File: src/rtl/iob_bus_split_n_pkg.sv
// Shared definitions for the iob_bus_split_n native-bus splitter: FSM encodings,
// default error response data and the s_rdata channel slice helper.
package iob_bus_split_n_pkg;

    typedef enum logic [1:0] {
        ST_IDLE = 2'd0,
        ST_REQ  = 2'd1,
        ST_RESP = 2'd2,
        ST_ERR  = 2'd3
    } split_state_e;

    localparam logic [31:0] DEFAULT_ERR_DATA = 32'hDEADBEEF;

    // LSB index of slave channel ch inside the flattened s_rdata bus.
    function automatic int unsigned chan_lsb(input int unsigned ch, input int unsigned data_w);
        return ch * data_w;
    endfunction

endpackage

File: src/rtl/iob_bus_split_timer.sv
// Per-transaction timeout counter: cleared while clr_i is high, counts while en_i is
// high and saturates at TIMEOUT-1, where expired_o is asserted.
module iob_bus_split_timer #(
    parameter int unsigned TIMEOUT = 1024
) (
    input  logic clk,
    input  logic resetn,
    input  logic clr_i,
    input  logic en_i,
    output logic expired_o
);

    localparam int unsigned CNT_W = (TIMEOUT > 1) ? $clog2(TIMEOUT) : 1;
    localparam logic [CNT_W-1:0] LAST = CNT_W'(TIMEOUT - 1);

    logic [CNT_W-1:0] cnt_q;

    always_ff @(posedge clk or negedge resetn) begin
        if (!resetn) begin
            cnt_q <= '0;
        end else if (clr_i) begin
            cnt_q <= '0;
        end else if (en_i && (cnt_q != LAST)) begin
            cnt_q <= cnt_q + CNT_W'(1);
        end
    end

    assign expired_o = (cnt_q == LAST);

endmodule

File: src/rtl/iob_bus_split_n.sv
// Native-bus splitter: one registered master request is routed to one of N_SLAVES
// slave channels by address MSBs, with decode-error and timeout error responses.
module iob_bus_split_n
    import iob_bus_split_n_pkg::*;
#(
    parameter int unsigned         ADDR_W   = 32,
    parameter int unsigned         DATA_W   = 32,
    parameter int unsigned         N_SLAVES = 4,
    parameter int unsigned         SEL_W    = 2,
    parameter int unsigned         TIMEOUT  = 1024,
    parameter logic [DATA_W-1:0]   ERR_DATA = DATA_W'(DEFAULT_ERR_DATA)
) (
    input  logic                       clk,
    input  logic                       resetn,
    input  logic                       m_valid,
    input  logic [ADDR_W-1:0]          m_addr,
    input  logic [DATA_W-1:0]          m_wdata,
    input  logic [DATA_W/8-1:0]        m_wstrb,
    output logic [DATA_W-1:0]          m_rdata,
    output logic                       m_ready,
    output logic [N_SLAVES-1:0]        s_valid,
    output logic [ADDR_W-1:0]          s_addr,
    output logic [DATA_W-1:0]          s_wdata,
    output logic [DATA_W/8-1:0]        s_wstrb,
    input  logic [N_SLAVES*DATA_W-1:0] s_rdata,
    input  logic [N_SLAVES-1:0]        s_ready,
    output logic                       err,
    output logic [ADDR_W-1:0]          err_addr
);

    localparam int unsigned STRB_W = DATA_W / 8;

    split_state_e        state_q;
    logic [DATA_W-1:0]   m_rdata_q;
    logic                m_ready_q;
    logic [N_SLAVES-1:0] s_valid_q;
    logic [ADDR_W-1:0]   s_addr_q;
    logic [DATA_W-1:0]   s_wdata_q;
    logic [STRB_W-1:0]   s_wstrb_q;
    logic                err_q;
    logic [ADDR_W-1:0]   err_addr_q;

    logic [SEL_W-1:0]    m_sel;
    logic                sel_in_range;
    logic [N_SLAVES-1:0] sel_onehot;
    logic                slave_hit;
    logic                expired;
    logic [DATA_W-1:0]   rdata_sel;
    logic [DATA_W-1:0]   s_rdata_ch [N_SLAVES];

    for (genvar gi = 0; gi < N_SLAVES; gi++) begin : g_ch
        assign s_rdata_ch[gi] = s_rdata[chan_lsb(gi, DATA_W) +: DATA_W];
    end

    assign m_sel        = m_addr[ADDR_W-1 -: SEL_W];
    assign sel_in_range = (32'(m_sel) < N_SLAVES);
    assign sel_onehot   = N_SLAVES'(1) << m_sel;

    // s_valid_q is one-hot on the selected channel during REQ, so it doubles as the
    // response mux select and masks out s_ready from idle channels.
    assign slave_hit = |(s_ready & s_valid_q);

    always_comb begin
        rdata_sel = '0;
        for (int i = 0; i < N_SLAVES; i++) begin
            if (s_valid_q[i]) begin
                rdata_sel = rdata_sel | s_rdata_ch[i];
            end
        end
    end

    if (TIMEOUT != 0) begin : g_timer
        iob_bus_split_timer #(
            .TIMEOUT(TIMEOUT)
        ) u_timer (
            .clk      (clk),
            .resetn   (resetn),
            .clr_i    (state_q != ST_REQ),
            .en_i     (state_q == ST_REQ),
            .expired_o(expired)
        );
    end else begin : g_no_timer
        assign expired = 1'b0;
    end

    always_ff @(posedge clk or negedge resetn) begin
        if (!resetn) begin
            state_q    <= ST_IDLE;
            m_rdata_q  <= '0;
            m_ready_q  <= 1'b0;
            s_valid_q  <= '0;
            s_addr_q   <= '0;
            s_wdata_q  <= '0;
            s_wstrb_q  <= '0;
            err_q      <= 1'b0;
            err_addr_q <= '0;
        end else begin
            m_ready_q <= 1'b0;
            err_q     <= 1'b0;
            case (state_q)
                ST_IDLE: begin
                    if (m_valid) begin
                        s_addr_q  <= m_addr;
                        s_wdata_q <= m_wdata;
                        s_wstrb_q <= m_wstrb;
                        if (sel_in_range) begin
                            s_valid_q <= sel_onehot;
                            state_q   <= ST_REQ;
                        end else begin
                            err_addr_q <= m_addr;
                            m_rdata_q  <= ERR_DATA;
                            m_ready_q  <= 1'b1;
                            err_q      <= 1'b1;
                            state_q    <= ST_ERR;
                        end
                    end
                end
                ST_REQ: begin
                    // A response arriving in the expiry cycle still wins over the timeout.
                    if (slave_hit) begin
                        m_rdata_q <= rdata_sel;
                        m_ready_q <= 1'b1;
                        s_valid_q <= '0;
                        state_q   <= ST_RESP;
                    end else if (expired) begin
                        err_addr_q <= s_addr_q;
                        m_rdata_q  <= ERR_DATA;
                        m_ready_q  <= 1'b1;
                        err_q      <= 1'b1;
                        s_valid_q  <= '0;
                        state_q    <= ST_ERR;
                    end
                end
                ST_RESP: state_q <= ST_IDLE;
                ST_ERR:  state_q <= ST_IDLE;
                default: state_q <= ST_IDLE;
            endcase
        end
    end

    assign m_rdata  = m_rdata_q;
    assign m_ready  = m_ready_q;
    assign s_valid  = s_valid_q;
    assign s_addr   = s_addr_q;
    assign s_wdata  = s_wdata_q;
    assign s_wstrb  = s_wstrb_q;
    assign err      = err_q;
    assign err_addr = err_addr_q;

endmodule
File: config.mk
export PLATFORM = sky130hd
export DESIGN_NAME = iob_bus_split_n
export DESIGN_NICKNAME = d
export VERILOG_FILES = /design/src/rtl/iob_bus_split_n_pkg.sv /design/src/rtl/iob_bus_split_timer.sv /design/src/rtl/iob_bus_split_n.sv
export SDC_FILE = /design/constraint.sdc
export NUM_CORES = 1
export LEC_CHECK = 0
export ABC_AREA = 1
export CORE_AREA = 2 2 131 133
export DETAILED_ROUTE_END_ITERATION = 12
export DIE_AREA = 0 0 133 135
export PLACE_DENSITY = 0.82
export SYNTH_ARGS = -nofsm -noshare
export SYNTH_HDL_FRONTEND = slang
export SYNTH_SLANG_ARGS = --single-unit
File: constraint.sdc
create_clock -name clk -period 3.9 [get_ports clk]
set_input_delay 0.39 -clock clk [delete_from_list [all_inputs] [get_ports clk]]
set_output_delay 0.39 -clock clk [all_outputs]
set_load 0.01 [all_outputs]
**Word-level counts from Yosys, hierarchy flattened**

Cells that the tools add are included.

- Reduce and logical (&&, ||, !) cells: 12
- Multiplexer cells: 21
- Add/sub/neg operators: 1
- Shift-type cells: 1
- Bitwise operators: 5
- Eq/ne operators: 8

Operators by type and width:

| kind | number |
|---|---|
| 2-to-1 mux 32 bit | 6 |
| bitwise OR 32 bit | 3 |
| 2-to-1 mux 10 bit | 2 |
| 2-to-1 mux 4 bit | 3 |
| adder 10 x 1 -> 10 bit (second input constant) | 1 |
| equality test 10 bit (second input constant) | 1 |
| != test 10 bit (second input constant) | 1 |
| one-hot mux 4 bit (2 select lines) | 1 |
| 2-to-1 mux 2 bit | 3 |
| one-hot mux 2 bit (3 select lines) | 1 |
| AND reduction 2 bit | 3 |
| AND reduction 3 bit | 2 |
| nonzero test 2 bit | 3 |
| 2-to-1 mux 1 bit | 5 |
| bitwise AND 4 bit | 1 |
| equality test 2 bit (second input constant) | 2 |
| OR reduction 4 bit | 1 |
| left shift 1 x 2 -> 4 bit (first input constant) | 1 |
| != test 3 bit (second input constant) | 1 |
| equality test 2 x 1 -> 1 bit (second input constant) | 1 |
| zero test 2 bit | 1 |
| != test 2 x 1 -> 1 bit (second input constant) | 1 |
| != test 2 bit (second input constant) | 1 |
| OR reduction 2 bit | 1 |
| 2 further kinds | 2 |

- Bits of input ports: 203
- Register bits: 150
- Logic and storage cells: 58
- Output and inout port bits: 138

**Logic depth before layout (Yosys ltp)**

- Depth in word-level cells: 8
- Depth in mapped cells: 10
- Mapped depth without buffers: 9

**Cells and area by module**

From an unflattened synthesis, not the netlist that was laid out.

- Cells, all modules: 769
- Area total of the unflattened synthesis: 7059.3 um^2

Modules (own cells, without submodules):

| module | instances | cells each | area each (um^2) | sequential area each (um^2) |
|---|---|---|---|---|
| iob_bus_split_n | 1 | 675 | 6391.1 | 3503.4 |
| iob_bus_split_timer | 1 | 94 | 668.1 | 250.2 |

**Worst setup path after synthesis**

No wires, ideal clock.

- Kind: register -> register
- Start: register s_valid_q[2], in the netlist s_valid[2]
- End: register err_addr_q[10], in the netlist err_addr[10]
- Setup time: 0.117 ns
- Cell stages (with the launch flop): 11
- Arrival time: 1.364 ns
- Required time: 3.783 ns
- Clock period less this slack: 1.481 ns
- Path buffers: 2
- Slack: 2.419 ns
- Path through: dfrtp_1 -> buf_2 -> nand2_1 -> nand2_2 -> nor2_8 -> inv_2 -> nor2_8 -> nand2_4 -> buf_6 -> nand2_1 -> nand2_1

- Cells in the longest elaborated chain, start to end: 4

Ends and longest elaborated chain:

| what | line | RTL |
|---|---|---|
| start: declaration | iob_bus_split_n.sv:36 | `logic [N_SLAVES-1:0] s_valid_q;` |
| start signal: assignment | iob_bus_split_n.sv:107 | `s_valid_q <= sel_onehot;` |
| bitwise AND 4 bit | iob_bus_split_n.sv:61 | `assign slave_hit = \|(s_ready & s_valid_q);` |
| OR reduction 4 bit | iob_bus_split_n.sv:61 |  |
| NOT 1 bit (no line) | - |  |
| AND reduction 3 bit (no line) | - |  |
| end signal: assignment | iob_bus_split_n.sv:110 | `err_addr_q <= m_addr;` |
| end signal: assignment | iob_bus_split_n.sv:126 | `err_addr_q <= s_addr_q;` |
| end: declaration | iob_bus_split_n.sv:41 | `logic [ADDR_W-1:0] err_addr_q;` |

Every way passes these cells.
A chain may end at the register's enable or synchronous reset.

**Worst setup path in the final report**

- Start: register s_valid_q[2], in the netlist s_valid[2]
- End: output s_valid[2]

RTL lines:

| what | line | RTL |
|---|---|---|
| end: declaration | iob_bus_split_n.sv:21 | `output logic [N_SLAVES-1:0] s_valid,` |

No word-level cell between the ends.

==> summary.md <==
| Metric | Value |
|---|---|
| Status | complete, no violations |
| Clk pin slew, worst setup/hold paths | ~0.06 ns |
| R2R depth | 8 |
| Chip height | about 140 um |
| Critical Path Sink Type | output pin |
| Yosys top cell area share | 55.7% |
| Post-CTS setup buffers | 0 |
| Clk Tree Root Cell | clkbuf_16 |
| First-pass GRT wire length | ~32000 um |
| Synth top cells by count | 280 x nand2_1, 150 x dfrtp_1, 66 x mux2_2, 44 x nand3_1, 31 x nand4_1 |
| Die X-Extent | 133 um |
| Ratio of total power to cell area | 322 mW/mm2 |
| Via Count | around 6200 |
| Max cap viols | 0 |
| Slew @ Worst Pin | 0.992 ns |
| Final Critical Period | roughly 2.2 ns |
| Yosys Warn Count | 0 |
| Max Root-Sink Buffers | 2 |
| Worst EP required | ~3.5 ns |
| Post-Synth XOR/XNOR Area | 0.130% |
| Largest family of logic cells by synthesized area | simple AND/OR/NAND/NOR gates |
| Core Area | about 0.016 mm2 |
| Asr flop ratio synth | 100% |
| Share of cells above drive strength 1 | approximately 11% |
| Final clock skew | roughly 0.0074 ns |
| Clock latency on the worst-skew pair | 0.41 ns |
| DRT Wirelength | 20000 um |
| Vias per inst | 4.90 |
| # clock sinks | 150 |
| Post-synthesis cell count | between 700 and 800 |
| Synth-to-Final Area Change | 61.3% |
| Placer Congestion | around 0.81 |
| H-Tree Depth | 4 |
| EDFF count, synth | 0 |
| WL/cell | about 16 um |
| LEAKAGE | 5.10 nW |
| Register area share after synthesis | 55.7% |
| Post-synthesis mux area share | between 10% and 20% |
| Synth Area in Adders | 0.186% |
| Reg2reg start | s_valid[2] |
| Fmax | 452 MHz |
| Primary FF master, synth | dfrtp_1 |
| RSZ-0062 raised after global routing | false |
| Final setup TNS | 0 ns |
| CP Data Arrival Time | 1.82 ns |
| Synth Area in Compound Gates | 2.63% |
| Global-route usage over all layers | 22.8% |
| CTS Buf Count | 17 |
| # fillers | 1329 |
| CP Launch Point | s_valid[2] |
| Final Max Slew Viols | 0 |
| WS Path Type | reg -> out |
| Class of the worst hold path | in -> async |
| Worst Path Max Fanout | 34 |
| Vias in the first global route | about 6300 |
| Setup Viol. Count Final | 0 |
| Post-Syn Area | 0.00674 mm2 |
| Mean Syn Cell Area | 9.43 um2 |
| Final hold violations | 0 |
| Largest net degree at the start of global routing | 82 |
| Port buffer count | 340 |
| Startpoint Class | flip-flop |
| Period utilization | 56.8% |
| Simple-Gate Fraction of Synth Area | about a quarter |
| Antenna violation net count after detailed routing | 0 |
| Detailed Place HPWL | 14600 um |
| Router iterations before antenna repair | 4 |
| WHS | 0.00790 ns |
| Post-CTS Hold Buffers | 0 |
| Total grt overflow | 0 |
| Detailed Route Iter0 Violations | 309 |
| Initial core utilization | 41.1% |
| Nets | 1242 |
| I/O Pins | 341 |
| Post-cts sizing count | 0 |
| Top post-synthesis cells by area | dfrtp_1 56%, nand2_1 16%, mux2_2 11%, nand3_1 3.3%, nand4_1 2.9% |
| Net Count, Synth | 919 |
| Synth Register Bits | 150 |
| Top-count cell post-synth | nand2_1 |
| # DRC | 0 |
| Die Area | between 0.015 and 0.02 mm2 |
| Worst Setup EP | s_valid[2] |
| Reg-to-Reg End | err_addr[9] |
| CTS tree | yes |
| Number of antenna violations at the first check in global routing | 2 |
| Slew HR | 33.8% |
| Area leader, netlist | dfrtp_1 |
| Distinct cells, synth | 28 |
| Worst IR drop on VDD | 0.290 mV |
| Site Rows | 47 |
| Reg-to-reg slack, setup | 1.69 ns |
how the worst min path moves through the flow:
| stage | endpoint | slack (ns) | cells past startpoint |
|---|---|---|---|
| after floorplan | err | 0.09 | 0 |
| after global placement | m_rdata[4] | 0.46 | 2 |
| after detailed placement | err_addr[3] | 0.46 | 2 |
| after CTS | s_addr[25] | 0.03 | 1 |
| after global routing | s_addr[25] | 0.08 | 1 |
| final | s_addr[25] | 0.008 | 1 |
per-stage QoR:
| stage | util [%] | cells | setup slack [ns] | power, mW | instance area, um2 |
|---|---|---|---|---|---|
| final | 66.3 | 1270 | 1.69 | 3.51 | 10900 |
| after global routing | 66.3 | 1270 | 1.50 | 3.64 | 10900 |
| after CTS | 66.3 | 1268 | 1.64 | 3.55 | 10900 |
| after detailed placement | 62.5 | 1239 | 1.29 | 1.82 | 10300 |
| after global placement | 62.5 | 1239 | 1.36 | 1.82 | 10300 |
| after floorplan | - | 715 | 2.42 | 1.59 | 6740 |
state kept, by name (all words and copies together) (netlist names):
| register | flops |
|---|---|
| err_addr | 32 |
| s_addr | 32 |
| s_wdata | 32 |
| err | 1 |
| state_q | 2 |
| s_wstrb | 4 |
| m_rdata | 32 |
| g_timer.u_timer.cnt_q | 10 |
| s_valid | 4 |
| m_ready | 1 |
kinds of logic after synthesis:
logic type / Yosys count
buffers and inverters: 57
AND/OR/NAND/NOR: 406
XOR/XNOR: 1
adder cells (fa/ha/maj): 1
flip-flops: 150
multiplexers: 66
AO/OA/AOI/OAI: 34
final cells by class:
type                       instances  area, um2  share of cell area [%]
clock buffer                      18        439                    4.04
timing repair buffer             347       3460                    31.8
antenna                            2       5.00                  0.0460
multi-input combinational        508       2720                    25.0
tap                              220        275                    2.53
sequential                       150       3750                    34.5
inverter                          14       52.6                   0.483
clock inverter                    11        175                    1.61
metal layers:
layer	global-route usage, %	vias up	wire length [um]
met5	0	-	0
met4	10.9	0	718
met3	6.31	40	1260
met2	40.4	230	10300
met1	25.4	2963	7710
li1	-	2996	-
cells in the final DEF (no fill, tap or decap), types with 2 or more instances in the layout:
master,instances
a21oi_1,2
buf_4,7
bufinv_16,4
clkbuf_16,17
clkdlybuf4s50_1,339
clkinvlp_4,2
dfrtp_1,150
diode_2,2
inv_1,13
inv_6,3
mux2_2,66
nand2_1,279
nand2_2,3
nand2_4,3
nand3_1,44
nand4_1,31
nor2_1,26
nor2_4,3
nor2_8,2
nor3_1,9
o21ai_0,10
o21ai_1,19
o31ai_1,2
or2_2,3
report_power, final:
group | internal [mW] | switching, mW
Sequential | 1.56 | 0
Clock | 1.08 | 0.634
Combinational | 0.177 | 0.0585
Total | 2.82 | 0.692
worst max-delay path: stages (launching register included):
cell and delay [ns]:
dfrtp_1 0.38, buf_4 0.40, clkdlybuf4s50_1 0.62
(Power assumes the default switching activity.)
